[config.mk]
export PLATFORM = sky130hd
export DESIGN_NAME = sparse_gen_flat
export DESIGN_NICKNAME = d
export VERILOG_FILES = /design/src/rtl/bike_keygen_pkg.sv /design/src/rtl/sparse_gen_if.sv /design/src/rtl/sparse_gen_dup_scan.sv /design/src/rtl/sparse_gen.sv /design/src/flat_wrapper.sv
export SDC_FILE = /design/constraint.sdc
export NUM_CORES = 1
export LEC_CHECK = 0
export BUFFER_PORTS_ARGS = -buffer_cell sky130_fd_sc_hd__clkbuf_2
export CAP_MARGIN = 10
export CORE_UTILIZATION = 52
export DETAILED_ROUTE_END_ITERATION = 8
export PLACE_DENSITY = 0.82
export SYNTH_ARGS = -nofsm -noshare
export SYNTH_HDL_FRONTEND = slang
export SYNTH_SLANG_ARGS = --single-unit
[constraint.sdc]
create_clock -name clk -period 2.7 [get_ports clk]
set_input_delay 0.135 -clock clk [delete_from_list [all_inputs] [get_ports clk]]
set_output_delay 0.135 -clock clk [all_outputs]
set_load 0.01 [all_outputs]
[src/rtl/bike_keygen_pkg.sv]
// bike_keygen_pkg: shared constants for the BIKE key-generation blocks.
// Holds the sparse generator FSM encoding, default ring/weight/width
// constants and a saturating counter helper.
package bike_keygen_pkg;

    localparam int R_DEF        = 10163;
    localparam int W_DEF        = 71;
    localparam int H_DAT_W_DEF  = 14;
    localparam int H_ADDR_W_DEF = 7;
    localparam int RND_W_DEF    = 32;

    typedef logic [2:0] sg_state_t;

    localparam logic [2:0] ST_IDLE  = 3'd0;
    localparam logic [2:0] ST_FETCH = 3'd1;
    localparam logic [2:0] ST_CHECK = 3'd2;
    localparam logic [2:0] ST_WRITE = 3'd3;
    localparam logic [2:0] ST_FIN   = 3'd4;

    localparam logic [15:0] REJ_MAX = 16'hFFFF;

    // Increment a 16-bit statistic, holding at all-ones instead of wrapping.
    function automatic logic [15:0] sat_inc16(input logic [15:0] v);
        if (v == REJ_MAX) begin
            sat_inc16 = v;
        end else begin
            sat_inc16 = v + 16'd1;
        end
    endfunction

endpackage

[src/rtl/sparse_gen_if.sv]
// sparse_gen_if: random-word handshake plus sparse RAM port of sparse_gen.
// master = the generator, slave = random source / RAM side.
interface sparse_gen_if #(
    parameter int RND_W    = 32,
    parameter int H_ADDR_W = 7,
    parameter int H_DAT_W  = 14
);
    logic                rnd_valid;
    logic                rnd_ready;
    logic [RND_W-1:0]    rnd_data;
    logic [H_ADDR_W-1:0] h_spa_addra;
    logic                h_spa_wea;
    logic [H_DAT_W-1:0]  h_spa_douta;
    logic [H_DAT_W-1:0]  h_spa_dina;

    modport master (
        input  rnd_valid, rnd_data, h_spa_dina,
        output rnd_ready, h_spa_addra, h_spa_wea, h_spa_douta
    );

    modport slave (
        output rnd_valid, rnd_data, h_spa_dina,
        input  rnd_ready, h_spa_addra, h_spa_wea, h_spa_douta
    );
endinterface

[src/rtl/sparse_gen_dup_scan.sv]
// sparse_dup_scan: owns the sparse RAM address register. In scan mode it
// walks addresses 0..last, one per cycle, and compares each read word with
// the candidate one cycle later (RAM read latency), flagging hit or miss.
// In load mode it simply presents the write address for the parent.
module sparse_dup_scan #(
    parameter int H_ADDR_W = 7,
    parameter int H_DAT_W  = 14
) (
    input  logic                clk,
    input  logic                rst_b,
    input  logic                start_i,
    input  logic                load_i,
    input  logic [H_ADDR_W-1:0] load_addr_i,
    input  logic [H_ADDR_W-1:0] last_addr_i,
    input  logic [H_DAT_W-1:0]  cand_i,
    input  logic [H_DAT_W-1:0]  dina_i,
    output logic [H_ADDR_W-1:0] addr_o,
    output logic                hit_o,
    output logic                miss_o
);
    logic [H_ADDR_W-1:0] addr_q;
    logic                issue_q;     // addr_q is a live read this cycle
    logic                cmp_q;       // dina_i holds data for a scanned address
    logic                cmp_last_q;  // that address was the last one
    logic                eq_s;

    assign eq_s   = (dina_i == cand_i);
    assign hit_o  = cmp_q & eq_s;
    assign miss_o = cmp_q & cmp_last_q & ~eq_s;
    assign addr_o = addr_q;

    // Address sequencer and compare pipeline; a hit or final miss ends the scan.
    always_ff @(posedge clk or negedge rst_b) begin
        if (!rst_b) begin
            addr_q     <= '0;
            issue_q    <= 1'b0;
            cmp_q      <= 1'b0;
            cmp_last_q <= 1'b0;
        end else if (load_i) begin
            addr_q     <= load_addr_i;
            issue_q    <= 1'b0;
            cmp_q      <= 1'b0;
            cmp_last_q <= 1'b0;
        end else if (start_i) begin
            addr_q     <= '0;
            issue_q    <= 1'b1;
            cmp_q      <= 1'b0;
            cmp_last_q <= 1'b0;
        end else if (hit_o || miss_o) begin
            issue_q    <= 1'b0;
            cmp_q      <= 1'b0;
            cmp_last_q <= 1'b0;
        end else if (issue_q) begin
            cmp_q      <= 1'b1;
            cmp_last_q <= (addr_q == last_addr_i);
            if (addr_q == last_addr_i) begin
                issue_q <= 1'b0;
            end else begin
                addr_q <= addr_q + H_ADDR_W'(1);
            end
        end else begin
            cmp_q      <= 1'b0;
            cmp_last_q <= 1'b0;
        end
    end

endmodule

[src/rtl/sparse_gen.sv]
// sparse_gen: draws W distinct positions in 0..r-1 from a random word
// stream and writes them to a sparse RAM at addresses 0..W-1. Out-of-range
// words and duplicates are discarded, since the downstream dense expansion
// XORs each position in and a duplicate would cancel a bit.
// Optional feature: define SPARSE_GEN_STAT_EN to add the reject_cnt output.
module sparse_gen
    import bike_keygen_pkg::*;
#(
    parameter int r        = R_DEF,
    parameter int W        = W_DEF,
    parameter int H_ADDR_W = H_ADDR_W_DEF,
    parameter int H_DAT_W  = H_DAT_W_DEF,
    parameter int RND_W    = RND_W_DEF
) (
    input  logic          clk,
    input  logic          rst_b,
    input  logic          start,
    output logic          done,
    sparse_gen_if.master  bus
`ifdef SPARSE_GEN_STAT_EN
    ,
    output logic [15:0]   reject_cnt
`endif
);
    localparam int CNT_W = $clog2(W + 1);
    localparam logic [H_DAT_W:0] R_LIM = (H_DAT_W + 1)'(r);
    localparam logic [CNT_W-1:0] W_LIM = CNT_W'(W);

    sg_state_t            state_q, state_d;
    logic [CNT_W-1:0]     count_q, count_d, count_inc_s;
    logic [H_DAT_W-1:0]   cand_q, cand_d, rnd_cand_s;
    logic                 rnd_ready_q, wea_q, done_q;
    logic [H_DAT_W-1:0]   douta_q;
    logic                 hs_s, in_range_s;
    logic                 scan_start_s, scan_load_s, hit_s, miss_s;
    logic [H_ADDR_W-1:0]  last_addr_s, scan_addr_s;

    assign rnd_cand_s  = bus.rnd_data[H_DAT_W-1:0];
    assign hs_s        = bus.rnd_valid & rnd_ready_q;
    assign in_range_s  = ({1'b0, rnd_cand_s} < R_LIM);
    assign count_inc_s = count_q + CNT_W'(1);
    assign last_addr_s = H_ADDR_W'(count_q - CNT_W'(1));
    assign scan_load_s = (state_d == ST_WRITE);

    // Next-state, entry count and candidate selection.
    always_comb begin
        state_d      = state_q;
        count_d      = count_q;
        cand_d       = cand_q;
        scan_start_s = 1'b0;
        case (state_q)
            ST_IDLE: begin
                if (start) begin
                    state_d = ST_FETCH;
                    count_d = '0;
                end else begin
                    state_d = ST_IDLE;
                end
            end
            ST_FETCH: begin
                if (hs_s) begin
                    cand_d = rnd_cand_s;
                    if (!in_range_s) begin
                        state_d = ST_FETCH;
                    end else if (count_q == '0) begin
                        state_d = ST_WRITE;
                    end else begin
                        state_d      = ST_CHECK;
                        scan_start_s = 1'b1;
                    end
                end else begin
                    state_d = ST_FETCH;
                end
            end
            ST_CHECK: begin
                if (hit_s) begin
                    state_d = ST_FETCH;
                end else if (miss_s) begin
                    state_d = ST_WRITE;
                end else begin
                    state_d = ST_CHECK;
                end
            end
            ST_WRITE: begin
                count_d = count_inc_s;
                if (count_inc_s == W_LIM) begin
                    state_d = ST_FIN;
                end else begin
                    state_d = ST_FETCH;
                end
            end
            ST_FIN: begin
                state_d = ST_IDLE;
            end
            default: begin
                state_d = ST_IDLE;
            end
        endcase
    end

    // State and datapath registers; outputs are registered from the next state.
    always_ff @(posedge clk or negedge rst_b) begin
        if (!rst_b) begin
            state_q     <= ST_IDLE;
            count_q     <= '0;
            cand_q      <= '0;
            rnd_ready_q <= 1'b0;
            wea_q       <= 1'b0;
            douta_q     <= '0;
            done_q      <= 1'b0;
        end else begin
            state_q     <= state_d;
            count_q     <= count_d;
            cand_q      <= cand_d;
            rnd_ready_q <= (state_d == ST_FETCH);
            wea_q       <= (state_d == ST_WRITE);
            douta_q     <= (state_d == ST_WRITE) ? cand_d : '0;
            done_q      <= (state_d == ST_FIN);
        end
    end

    sparse_dup_scan #(
        .H_ADDR_W (H_ADDR_W),
        .H_DAT_W  (H_DAT_W)
    ) u_scan (
        .clk         (clk),
        .rst_b       (rst_b),
        .start_i     (scan_start_s),
        .load_i      (scan_load_s),
        .load_addr_i (H_ADDR_W'(count_q)),
        .last_addr_i (last_addr_s),
        .cand_i      (cand_q),
        .dina_i      (bus.h_spa_dina),
        .addr_o      (scan_addr_s),
        .hit_o       (hit_s),
        .miss_o      (miss_s)
    );

    assign bus.rnd_ready   = rnd_ready_q;
    assign bus.h_spa_addra = scan_addr_s;
    assign bus.h_spa_wea   = wea_q;
    assign bus.h_spa_douta = douta_q;
    assign done            = done_q;

`ifdef SPARSE_GEN_STAT_EN
    logic [15:0] rej_q;
    logic        range_rej_s;

    assign range_rej_s = (state_q == ST_FETCH) & hs_s & ~in_range_s;

    // Count range and duplicate rejects since the last start, saturating.
    always_ff @(posedge clk or negedge rst_b) begin
        if (!rst_b) begin
            rej_q <= 16'd0;
        end else if ((state_q == ST_IDLE) && start) begin
            rej_q <= 16'd0;
        end else if (range_rej_s || hit_s) begin
            rej_q <= sat_inc16(rej_q);
        end else begin
            rej_q <= rej_q;
        end
    end

    assign reject_cnt = rej_q;
`endif

endmodule
[src/flat_wrapper.sv]
// flat-port wrapper written by rule: the top's interface ports become plain ports
module sparse_gen_flat import bike_keygen_pkg::*;
#(
    parameter int r        = R_DEF,
    parameter int W        = W_DEF,
    parameter int H_ADDR_W = H_ADDR_W_DEF,
    parameter int H_DAT_W  = H_DAT_W_DEF,
    parameter int RND_W    = RND_W_DEF
)
  (clk, rst_b, start, done, bus_rnd_valid, bus_rnd_data, bus_h_spa_dina, bus_rnd_ready, bus_h_spa_addra, bus_h_spa_wea, bus_h_spa_douta);
  sparse_gen_if #(.RND_W(RND_W), .H_ADDR_W(H_ADDR_W), .H_DAT_W(H_DAT_W)) bus_i ();
  input  logic clk;
  input  logic rst_b;
  input  logic start;
  output logic done;
  input wire logic [$bits(bus_i.rnd_valid)-1:0] bus_rnd_valid;
  input wire logic [$bits(bus_i.rnd_data)-1:0] bus_rnd_data;
  input wire logic [$bits(bus_i.h_spa_dina)-1:0] bus_h_spa_dina;
  output wire logic [$bits(bus_i.rnd_ready)-1:0] bus_rnd_ready;
  output wire logic [$bits(bus_i.h_spa_addra)-1:0] bus_h_spa_addra;
  output wire logic [$bits(bus_i.h_spa_wea)-1:0] bus_h_spa_wea;
  output wire logic [$bits(bus_i.h_spa_douta)-1:0] bus_h_spa_douta;
  assign bus_i.rnd_valid = bus_rnd_valid;
  assign bus_i.rnd_data = bus_rnd_data;
  assign bus_i.h_spa_dina = bus_h_spa_dina;
  assign bus_rnd_ready = bus_i.rnd_ready;
  assign bus_h_spa_addra = bus_i.h_spa_addra;
  assign bus_h_spa_wea = bus_i.h_spa_wea;
  assign bus_h_spa_douta = bus_i.h_spa_douta;
  sparse_gen #(.r(r), .W(W), .H_ADDR_W(H_ADDR_W), .H_DAT_W(H_DAT_W), .RND_W(RND_W)) u_core (.clk(clk), .rst_b(rst_b), .start(start), .done(done), .bus(bus_i));
endmodule
# Word level (Yosys, flattened, before mapping)
# Cells that the tools add are included.
[op_classes] addsub=3 n_reduce_logical=7 muxes=35 eq_ne=12 n_bitwise=5 n_lt_le_gt_ge=1
[op_table] op="2-to-1 mux 14 bit" count=3
[op_table] op="2-to-1 mux 7 bit" count=6
[op_table] op="2-to-1 mux 1 bit" count=20
[op_table] op="adder 7 x 1 -> 7 bit, second input constant" count=2
[op_table] op="equality test 14 bit" count=1
[op_table] op="less-than comparator 14 bit, second input constant" count=1
[op_table] op="one-hot mux 7 bit (2 select lines)" count=1
[op_table] op="2-to-1 mux 3 bit" count=4
[op_table] op="one-hot mux 3 bit (4 select lines)" count=1
[op_table] op="equality test 3 x 2 -> 1 bit, second input constant" count=3
[op_table] op="equality test 7 bit" count=1
[op_table] op="equality test 7 bit, second input constant" count=1
[op_table] op="logical NOT 7 bit" count=1
[op_table] op="subtractor 7 x 1 -> 7 bit, second input constant" count=1
[op_table] op="equality test 3 x 1 -> 1 bit, second input constant" count=2
[op_table] op="!= test 3 x 1 -> 1 bit, second input constant" count=2
[op_table] op="bitwise AND 1 bit" count=4
[op_table] op="equality test 3 bit, second input constant" count=1
[op_table] op="logical NOT 3 bit" count=1
[op_table] op="AND reduction 3 bit" count=1
[op_table] op="nonzero test 3 bit" count=1
[op_table] op="!= test 2 bit, second input constant" count=1
[op_table] op="AND reduction 2 bit" count=1
[op_table] op="nonzero test 2 bit" count=1
[op_table] op="2 further kinds" count=2
[totals] inputBits=50 elab_cells=74 regBits=51 out_inout_bits=24

# Logic depth before layout (Yosys ltp)
[logic_depth] word_depth=9 mapped_depth=13 mapped_depth_nobuf=11

# Hierarchy
# Synthesis repeated with hierarchy kept, for this count alone.
[hier_totals] cells_unflattened=283 hier_area_um2=2960.3
[modules_own_cells] mod="sparse_gen" seq_area_each_um2=1026.0 area_each_um2=2108.3 instances=1 cells_each=183
[modules_own_cells] mod="sparse_dup_scan" seq_area_each_um2=250.2 area_each_um2=852.1 instances=1 cells_each=100

# Worst setup path after synthesis
# OpenSTA, ideal clock, no wires.
[synth_timing] kind="register -> register" from="reg u_core.count_q[0]" to="reg u_core.u_scan.addr_q[1] (netlist: u_core.u_scan.addr_o[1])" t_required_ns=2.567 path_slack_ns=0.308 stages_incl_launch_ff=12 arrival_ns=2.260 n_path_buf=2 period_less_slack_ns=2.392 setup_time_ns=0.133 path_cell_list="dfrtp_1 buf_2 inv_1 ha_1 o21ba_1 a221oi_1 a41oi_1 or4_1 buf_2 nand2_4 mux2i_1 o22ai_1"
[synth_between] elab_chain_len=8 elab_cells_between_ends=21 classes_between="add/sub (2); eq/ne (5); mux (11); reduce/logical (3)"
[synth_rtl] item="start: declaration" line="sparse_gen.sv:30" text="logic [CNT_W-1:0] count_q, count_d, count_inc_s;"
[synth_rtl] item="start signal: assignment" line="sparse_gen.sv:113" text="count_q <= count_d;"
[synth_rtl] item="parallel branches: the longest is 8 deep, another holds adder 7 x 1 -> 7 bit"
[synth_rtl] item="end signal: assignment" line="sparse_gen_dup_scan.sv:40" text="addr_q <= load_addr_i;"
[synth_rtl] item="end signal: assignment" line="sparse_gen_dup_scan.sv:59" text="addr_q <= addr_q + H_ADDR_W'(1);"
[synth_rtl] item="end: declaration" line="sparse_gen_dup_scan.sv:21" text="logic [H_ADDR_W-1:0] addr_q;"
# Several ways; the timed one is not identified.
# A chain may end at the register's enable or synchronous reset.

# Worst setup path in the final report
# Ends and elaborated chain as after synthesis.

==> reports/qor.yml <==
finalHoldViolCount: 0
nFillCells: 392
worstSetupStartpointType: "register"
die_w_um: 73.2
skew_ns: 0.0111
synth_area_um2: 2640
ys_types: 50
rows: 25
dp_cells: 365
fin_area_um2: 3150
place_area_um2: 3000
final-instance-count-excl-fill: 375
final_util_pct: 65.7
syn_to_final_growth_pct: 19.3
core_area_um2: 4790
die-height_um: 73.2
ant_nets: 0
insertion_delay_ns: 0.30
nets: 361
worst_slew_pin_slew_ns: 0.662
period_needed_ns: 2.47
place_hpwl_mm: 4.06
grt_max_degree: 47
post_synth.cell_area_avg_um2: 10.7
powerDensity_nw_per_um2: 1010
finalWorstSetupSlack_ns: 0.233
crit_path_end_kind: "register"
rsz0062_at_grt: "false"
synth_edf_count: 0
vias: 2029
antenna_found_initial: 0
slew_violations: 0
min_period_over_period_pct: 91.4
critPathRequiredTime_ns: 2.89
crit_arrival_ns: 2.66
async_flop_share_pct: 100
tns_ns: 0
cts_htree_levels: 2
fin_hold_ws_ns: 0.0905
numPortBuffers: 55
wl_per_cell_um: 14.7
gr-usage-all-layers_pct: 23.0
ys_dominant_reg_cell: "dfrtp_1"
yosysTopAreaCell: "dfrtp_1"
clk_pin_slew_ns: 0.10
path_class: "reg2reg"
pre_cts_slack_ns: 0.270
top_level_ports: 74
clock_path_buffers: 2
gp_congestion: 0.860
grt_pass1_wl_mm: 9.41
synth_top_cell_area_share_pct: 48.4
syn-num-nets: 300
postCtsSetupBuffers: 0
drcViolationCount: 0
antenna_cells: 0
max_slew_margin_pct: 55.9
vdd_ir_drop_max_v: 0.000540
dr.first_iter.drc_count: 173
p_total_mw: 3.17
die_area_um2: 5360
drt_wl_total_mm: 5.51
yosysSeqAreaShare_pct: 48.4
cap_violations: 0
grt_pass1_vias: 2092
grt_overflow_total: 0
finalSetupViolCount: 0
synth-seq-cells: 51
ys_warn_count: 0
cts_tree: "yes"
cts_root_buffer: "clkbuf_8"
timing.fmax_mhz: 405
hp-class: "in2reg"
status: "finished, final reports clean"
layout-drive-gt1-share_pct: 31.5
clock-sinks: 51
numCtsBuffers: 5
viasPerCell: 5.41
ys_top_cells_by_area: "dfrtp_1 (48%), mux2_2 (6.0%), xnor2_1 (6.0%)"
path_max_fanout: 6
drt_pass1_iterations: 4
initial_core_util_pct: 55.1
p_leak_nw: 1.49
syn_inst: 246
power by group:
part / switching (mW) / total [mW] / leakage, nW / internal, mW
clock network: 0.254 / 0.534 / 0.0558 / 0.280
registers: 0.213 / 1.24 / 0.658 / 1.03
logic: 0.736 / 1.40 / 0.781 / 0.661
routing by layer:
| layer | vias to the layer above | GRT usage (%) | part of all wire, % |
|---|---|---|---|
| li1 | 984 | - | - |
| met1 | 968 | 29.5 | 44 |
| met2 | 59 | 37.9 | 49 |
| met3 | 18 | 4.42 | 4.1 |
| met4 | 0 | 10.2 | 2.7 |
| met5 | - | 0 | 0 |
cell usage after synthesis, drive strengths merged, types with 2 or more instances:
library cell	number
nor3	4
a31oi	2
ha	4
and3	6
nor2	11
xor2	12
mux2	14
dfrtp	51
buf	10
o22ai	4
a21oi	4
nor4	5
and2	15
xnor2	18
a21boi	2
o31ai	6
clkbuf	2
nand2	22
nand4	7
nand3b	2
and3b	2
inv	7
o21ai	11
nand3	8
registers in the layout, summed over array words and instances, names as in the netlist:
signal / flops
u_core.count_q: 7
u_core.state_q: 3
u_core.bus.h_spa_wea: 1
u_core.u_scan.issue_q: 1
u_core.u_scan.addr_o: 7
u_core.bus.h_spa_douta: 14
u_core.done: 1
u_core.cand_q: 14
u_core.bus.rnd_ready: 1
u_core.u_scan.cmp_last_q: 1
u_core.u_scan.cmp_q: 1
critical path, cell delays in order, from the launching register on:
cell and delay (ns):
dfrtp_1 0.35, inv_1 0.07, ha_1 0.28, o21ba_1 0.21, a221oi_1 0.28, a41oi_1 0.10
or4_1 0.61, nand2_4 0.16, mux2i_1 0.19, o22ai_1 0.10
cell families after synthesis:
group | count (synthesis) | synth area share, %
buffers and inverters | 19 | 3.51
DFF | 51 | 48.4
AOI/OAI and AO/OA | 36 | 9.59
xor gates and xnor gates | 30 | 9.97
muxes | 15 | 6.36
and+or+nand+nor | 91 | 20.3
adders and majority gates | 4 | 1.90
final cells by class:
class	instances	area (um^2)	share of cell area (%)
repair buffers	66	380	12.1
clock buffers	6	72.6	2.31
clock inverters	2	38.8	1.23
inverters	7	26.3	0.835
multi-input cells	176	1270	40.3
well taps	67	83.8	2.67
flip-flops and latches	51	1280	40.6
path summary, 6_finish.rpt:
check	to	slack, ns	cells after the start	start
worst min register to register	u_core.state_q[0]$_DFF_PN0_	0.53	1	u_core.state_q[2]$_DFF_PN0_
worst max-delay path	u_core.u_scan.addr_o[1]$_DFFE_PN0P_	0.23	9	u_core.count_q[0]$_DFFE_PN0P_
min in group asynchronous	u_core.cand_q[0]$_DFF_PN0_	0.39	2	rst_b
max in group asynchronous	u_core.count_q[6]$_DFFE_PN0P_	1.77	3	rst_b
worst min-delay path	u_core.cand_q[4]$_DFF_PN0_	0.09	2	bus_rnd_data[4]
worst max register to register	u_core.u_scan.addr_o[1]$_DFFE_PN0P_	0.23	9	u_core.count_q[0]$_DFFE_PN0P_
cells in the final DEF, fill, tap and decap left out, drive strengths merged, types with 5 or more instances in the layout:
master,count
clkbuf,61
o21ai,11
o31ai,6
inv,8
nor2,11
buf,10
nand3,8
xnor2,18
nand4,7
and2,15
mux2,14
dfrtp,51
nor4,5
xor2,12
nand2,22
and3,6
what timing repair did:
item | in CTS | in global routing
hold buffers | 0 | 1
endpoints found under the setup margin | 0 | 0
hold endpoints to repair | 0 | 22
gates resized for setup | 0 | 0
No activity file was read; power rests on OpenSTA's default activity.
